[config.mk]
export PLATFORM = sky130hd
export DESIGN_NAME = alu_operand_pipe
export DESIGN_NICKNAME = d
export VERILOG_FILES = /design/src/rtl/alu_operand_pipe.sv
export SDC_FILE = /design/constraint.sdc
export NUM_CORES = 1
export LEC_CHECK = 0
export CORE_AREA = 2 2 193 195
export DETAILED_ROUTE_END_ITERATION = 7
export DIE_AREA = 0 0 195 197
export PLACE_DENSITY = 0.56
export SLEW_MARGIN = 20
export SYNTH_ARGS = -nofsm -noshare
export SYNTH_HDL_FRONTEND = slang
export SYNTH_SLANG_ARGS = --single-unit
[constraint.sdc]
create_clock -name clk -period 4.1 [get_ports clk]
set_input_delay 1.025 -clock clk [delete_from_list [all_inputs] [get_ports clk]]
set_output_delay 1.025 -clock clk [all_outputs]
set_load 0.03 [all_outputs]
[src/rtl/alu_operand_pipe.sv]
// alu_operand_pipe: B-operand select with forwarding, word-mode sign extension and a registered valid/ready stage
module alu_operand_pipe #(
    parameter int XLEN = 64,
    parameter int NSRC = 4,
    parameter int NFWD = 2,
    parameter int SELW = (NSRC > 1) ? $clog2(NSRC) : 1
) (
    input  logic                 clk,
    input  logic                 reset_n,
    input  logic                 in_valid,
    output logic                 in_ready,
    input  logic [SELW-1:0]      in_sel,
    input  logic [NSRC*XLEN-1:0] in_src,
    input  logic [4:0]           in_rs_idx,
    input  logic                 in_word,
    input  logic [NFWD-1:0]      fwd_valid,
    input  logic [NFWD*5-1:0]    fwd_rd,
    input  logic [NFWD*XLEN-1:0] fwd_data,
    input  logic                 flush,
    output logic                 out_valid,
    input  logic                 out_ready,
    output logic [XLEN-1:0]      out_data,
    output logic                 out_fwd_hit,
    output logic [15:0]          stall_cnt
);
    logic [XLEN-1:0] raw;
    logic [XLEN-1:0] fwd_val;
    logic [XLEN-1:0] operand;
    logic            hit;
    logic            load;
    logic            valid_q, valid_d;
    logic            hit_q, hit_d;
    logic [XLEN-1:0] data_q, data_d;
    logic [15:0]     stall_q, stall_d;

    // source mux; selects beyond NSRC-1 fall back to the register value
    always_comb begin
        raw = in_src[XLEN-1:0];
        for (int k = 1; k < NSRC; k++)
            raw = (in_sel == SELW'(k)) ? in_src[k*XLEN +: XLEN] : raw;
    end

    // forwarding override, scanned from the last port so port 0 wins; x0 never forwards
    always_comb begin
        fwd_val = raw;
        hit     = 1'b0;
        for (int p = NFWD - 1; p >= 0; p--)
            if (in_sel == '0 && in_rs_idx != 5'd0 && fwd_valid[p] && fwd_rd[p*5 +: 5] == in_rs_idx) begin
                fwd_val = fwd_data[p*XLEN +: XLEN];
                hit     = 1'b1;
            end
    end

    // RV64 word mode sign-extends the low 32 bits
    always_comb operand = in_word ? {{(XLEN-32){fwd_val[31]}}, fwd_val[31:0]} : fwd_val;

    assign in_ready = !valid_q || out_ready;
    assign load     = in_valid && in_ready && !flush;

    // next state: flush beats load, load beats drain; stall counter saturates
    always_comb begin
        valid_d = valid_q;
        data_d  = data_q;
        hit_d   = hit_q;
        stall_d = (valid_q && !out_ready && stall_q != 16'hFFFF) ? stall_q + 16'd1 : stall_q;
        if (flush)
            valid_d = 1'b0;
        else if (load) begin
            valid_d = 1'b1;
            data_d  = operand;
            hit_d   = hit;
        end else if (out_ready)
            valid_d = 1'b0;
    end

    // pipeline register with asynchronous clear
    always_ff @(posedge clk or negedge reset_n) begin
        if (!reset_n) begin
            valid_q <= 1'b0;
            data_q  <= '0;
            hit_q   <= 1'b0;
            stall_q <= '0;
        end else begin
            valid_q <= valid_d;
            data_q  <= data_d;
            hit_q   <= hit_d;
            stall_q <= stall_d;
        end
    end

    assign out_valid   = valid_q;
    assign out_data    = data_q;
    assign out_fwd_hit = hit_q;
    assign stall_cnt   = stall_q;
endmodule

==> impl_metrics.toml <==
[power]
netSwitchingFraction_pct = 36.7
power.total_mw = 3.50
total_switching_power_mw = 1.29
power.clock.fraction_pct = 24.3
internal_power_mw = 2.22
max_vdd_drop_v = 0.000147
pwr-share-seq_pct = 30.0
comb_power_share_pct = 45.7
leakagePower_nw = 4.74
powerDensity_nw_per_um2 = 278

[synth]
ys.warnings.count = 0
synth_fp_nets = 1142
ys_async_sr_fraction_pct = 100
synth.yosys.seq_area_share_pct = 29.6
syn-cell-area_sq_um = 6920
yosys_most_used_dff = "sky130_fd_sc_hd__dfrtp_1"
postSynthCellCount = 732
syn_area_per_cell_sq_um = 9.46
synth.lib_cells_used.distinct = 40
number_of_flops_mapped_to_enable_cells_by_yosys = 0
yosys_register_bits = 82

[global_route]
grt_first_pass_wirelength_microns = 52200
via_count_of_the_first_global_routing_pass = 8365
initial_antenna_violation_count = 3
groute.usage.overall_pct = 17.9
grt_start_max_net_pins = 69
grt_remaining_overflow = 0

[run_status]
status = "completed"

[critical_path]
critical_path_required_ps = 3070
worstReg2RegEnd = "stall_cnt[8]$_DFFE_PN0P_"
cp_top_family = "buffers and inverters"
timing.critical_path.cells = "clkdlybuf4s50_1, nor2b_1, inv_1, clkdlybuf4s50_1"
critical_path_buf_inv_count = 3
path_class = "in2out"
end_kind = "output pin"
regToRegStartpoint = "stall_cnt[0]$_DFFE_PN0P_"
cpMostUsedCell = "sky130_fd_sc_hd__clkdlybuf4s50_1"
timing.reg2reg.setup_slack_ps = 2120
arrival_time_at_the_worst_endpoint_ps = 2570
slowest_delay_ps = 620
timing.critical_path.fanout_max = 6
start_kind = "primary input"
critical-path-slowest-cell = "sky130_fd_sc_hd__clkdlybuf4s50_1"
reg2reg_depth = 6

[min_path]
hp-class = "reg2reg"
hold-path-cell-count = 2
timing.hold.worst.start = "out_fwd_hit$_DFFE_PN0P_"
hold_end = "out_fwd_hit$_DFFE_PN0P_"

[cells_and_area]
layout.cells.most_common_list = "487 x sky130_fd_sc_hd__clkdlybuf4s50_1, 82 x sky130_fd_sc_hd__dfrtp_1, 67 x sky130_fd_sc_hd__inv_1"
design.final.nets = 1589
synthToLayoutAreaGrowth_pct = 82.0
final_common_cell = "sky130_fd_sc_hd__clkdlybuf4s50_1"
final_layout_size_suffix_gt1_share_pct = 10.4
multiInputGateArea_sq_um = 4280
register_area_sq_um = 2050
fillers = 3724
final-instance-count-excl-fill = 1654

[cts]
clk_latency_ps = 350
clock_sinks = 82
cts_tree = "yes"
cts.hold.buffers_added = 0
h-tree-depth = 3
clock_path_buffers = 2
cts_setup_buffers = 0
cts_resized = 0
number_of_cts_inserted_buffers = 9
clock_tree.root_cell = "sky130_fd_sc_hd__clkbuf_16"
clk_pin_slew_ps = 70

[sta]
max_slew.worst_pin.slew_ps = 970
final_hold_viol_count = 0
timing.final.crit_period_ps = 3590
rsz0062_at_grt = "no"
final_max_slew_viol_count = 0
final-setup-viol-count = 0
max_freq_mhz = 278
setup_total_negative_slack_ps = 0
fin_worst_skew_ps = 9.01
final.setup.worst_slack_ps = 509
final_min_period_over_clock_period_pct = 87.6
slew_headroom_pct = 35.4

[floorplan]
boundaryPins = 492
core-area_sq_um = 36300
initial_utilization_pct = 19.1
die-height_microns = 197
full_die_area_sq_um = 38400
fp.dieW_microns = 195
rows = 70

[run]
max_cap_viol_count = 0

[placement]
gp_routability_congestion = 0.832
detailed_place_hpwl_microns = 28200
port_buffers = 491
detailedPlace.worstSlack_ps = 374
dp_cells = 1636

[route]
drt_first_pass_iters = 4
first_drt_iteration_drcs = 436
detail_route.vias_per_cell = 4.86
drt_drc_violations_left = 0
final_antenna_net_count = 0
drt_wl_total_microns = 35500
routed_length_per_placed_instance_microns = 21.5
route.vias.total = 8043
worst register-to-register path: stages (launching register included):
cell and delay (ps):
sky130_fd_sc_hd__dfrtp_1 420, sky130_fd_sc_hd__ha_1 210, sky130_fd_sc_hd__nand2_1 80, sky130_fd_sc_hd__nor4_1 430, sky130_fd_sc_hd__a21oi_1 310, sky130_fd_sc_hd__and3_1 280
sky130_fd_sc_hd__xor2_1 130
worst max path at each step:
stage,slack [ps],endpoint,cells after the start,from
after floorplan,1360,out_data[36]$_DFFE_PN0P_,8,in_rs_idx[1]
after global placement,440,out_data[58]$_DFFE_PN0P_,7,in_rs_idx[1]
after detailed placement,370,out_data[42]$_DFFE_PN0P_,7,in_rs_idx[1]
after CTS,510,in_ready,4,out_ready
after global routing,420,in_ready,4,out_ready
final,510,in_ready,4,out_ready
state kept, by name, summed over array words and instances (netlist names):
signal       count
out_data        64
out_valid        1
out_fwd_hit      1
stall_cnt       16
power groups by stage:
| stage | clock (mW) | combinational [mW] | sequential [mW] |
|---|---|---|---|
| floorplan | 0 | 0.451 | 1.33 |
| global placement | 0 | 1.61 | 1.06 |
| detailed placement | 0 | 1.61 | 1.07 |
| CTS | 0.888 | 1.62 | 1.05 |
| global route | 0.918 | 1.70 | 1.07 |
| finish | 0.852 | 1.60 | 1.05 |
cell families (layout without fill, tap and decap cells):
family / after synthesis / count (layout) / synth area share (%)
AOI/OAI and AO/OA: 265 / 265 / 26.5
buffers and inverters: 148 / 600 / 8.95
and+or+nand+nor: 147 / 147 / 10.7
DFF: 82 / 82 / 29.6
muxes: 65 / 65 / 21.0
xor gates and xnor gates: 24 / 24 / 3.04
adders and majority gates: 1 / 1 / 0.181
other: 0 / 2 / 0
final cells by class:
| type | count | share of cell area, % |
|---|---|---|
| repair buffers | 517 | 40.7 |
| clock inverters | 7 | 0.606 |
| clock buffers | 9 | 1.79 |
| diodes | 2 | 0.0397 |
| inverters | 67 | 2.00 |
| well taps | 468 | 4.65 |
| multi-input cells | 502 | 34.0 |
| flip-flops and latches | 82 | 16.3 |
metal layers:
metal / vias up / track usage [%] / wire [microns]
li1: 3708 / - / -
met4: 2 / 5.03 / 678
met2: 410 / 31.2 / 17700
met1: 3885 / 22.1 / 14600
met3: 38 / 3.97 / 2540
met5: - / 0 / 13
cell usage after synthesis (all sizes together), types with 2 or more instances:
cell type	n	share of area [%]
dfrtp	82	30
inv	67	3.6
o21ai	67	4.8
a21boi	64	7.0
mux4	64	21
clkbuf	60	3.3
nand2	41	2.2
nor2	40	2.2
nor4	34	3.3
a31oi	33	3.1
a41oi	32	4.0
o31ai	32	3.5
a211oi	31	3.4
buf	21	2.1
xnor2	14	1.8
xor2	10	1.3
and3	6	0.61
nand4	6	0.54
nand3	5	0.36
nor3	4	0.29
a21oi	3	0.22
and4	3	0.38
and2	2	0.18
metrics by stage:
stage          utilization (%)  area (sq um)  hold slack, ps
2_1_floorplan                -          6920             647
3_3_place_gp              33.9         12300             451
3_5_place_dp              33.9         12300             455
4_1_cts                   34.7         12600             472
5_1_grt                   34.7         12600             505
6_report                  34.8         12600             471
No activity file was read; power rests on OpenSTA's default activity.
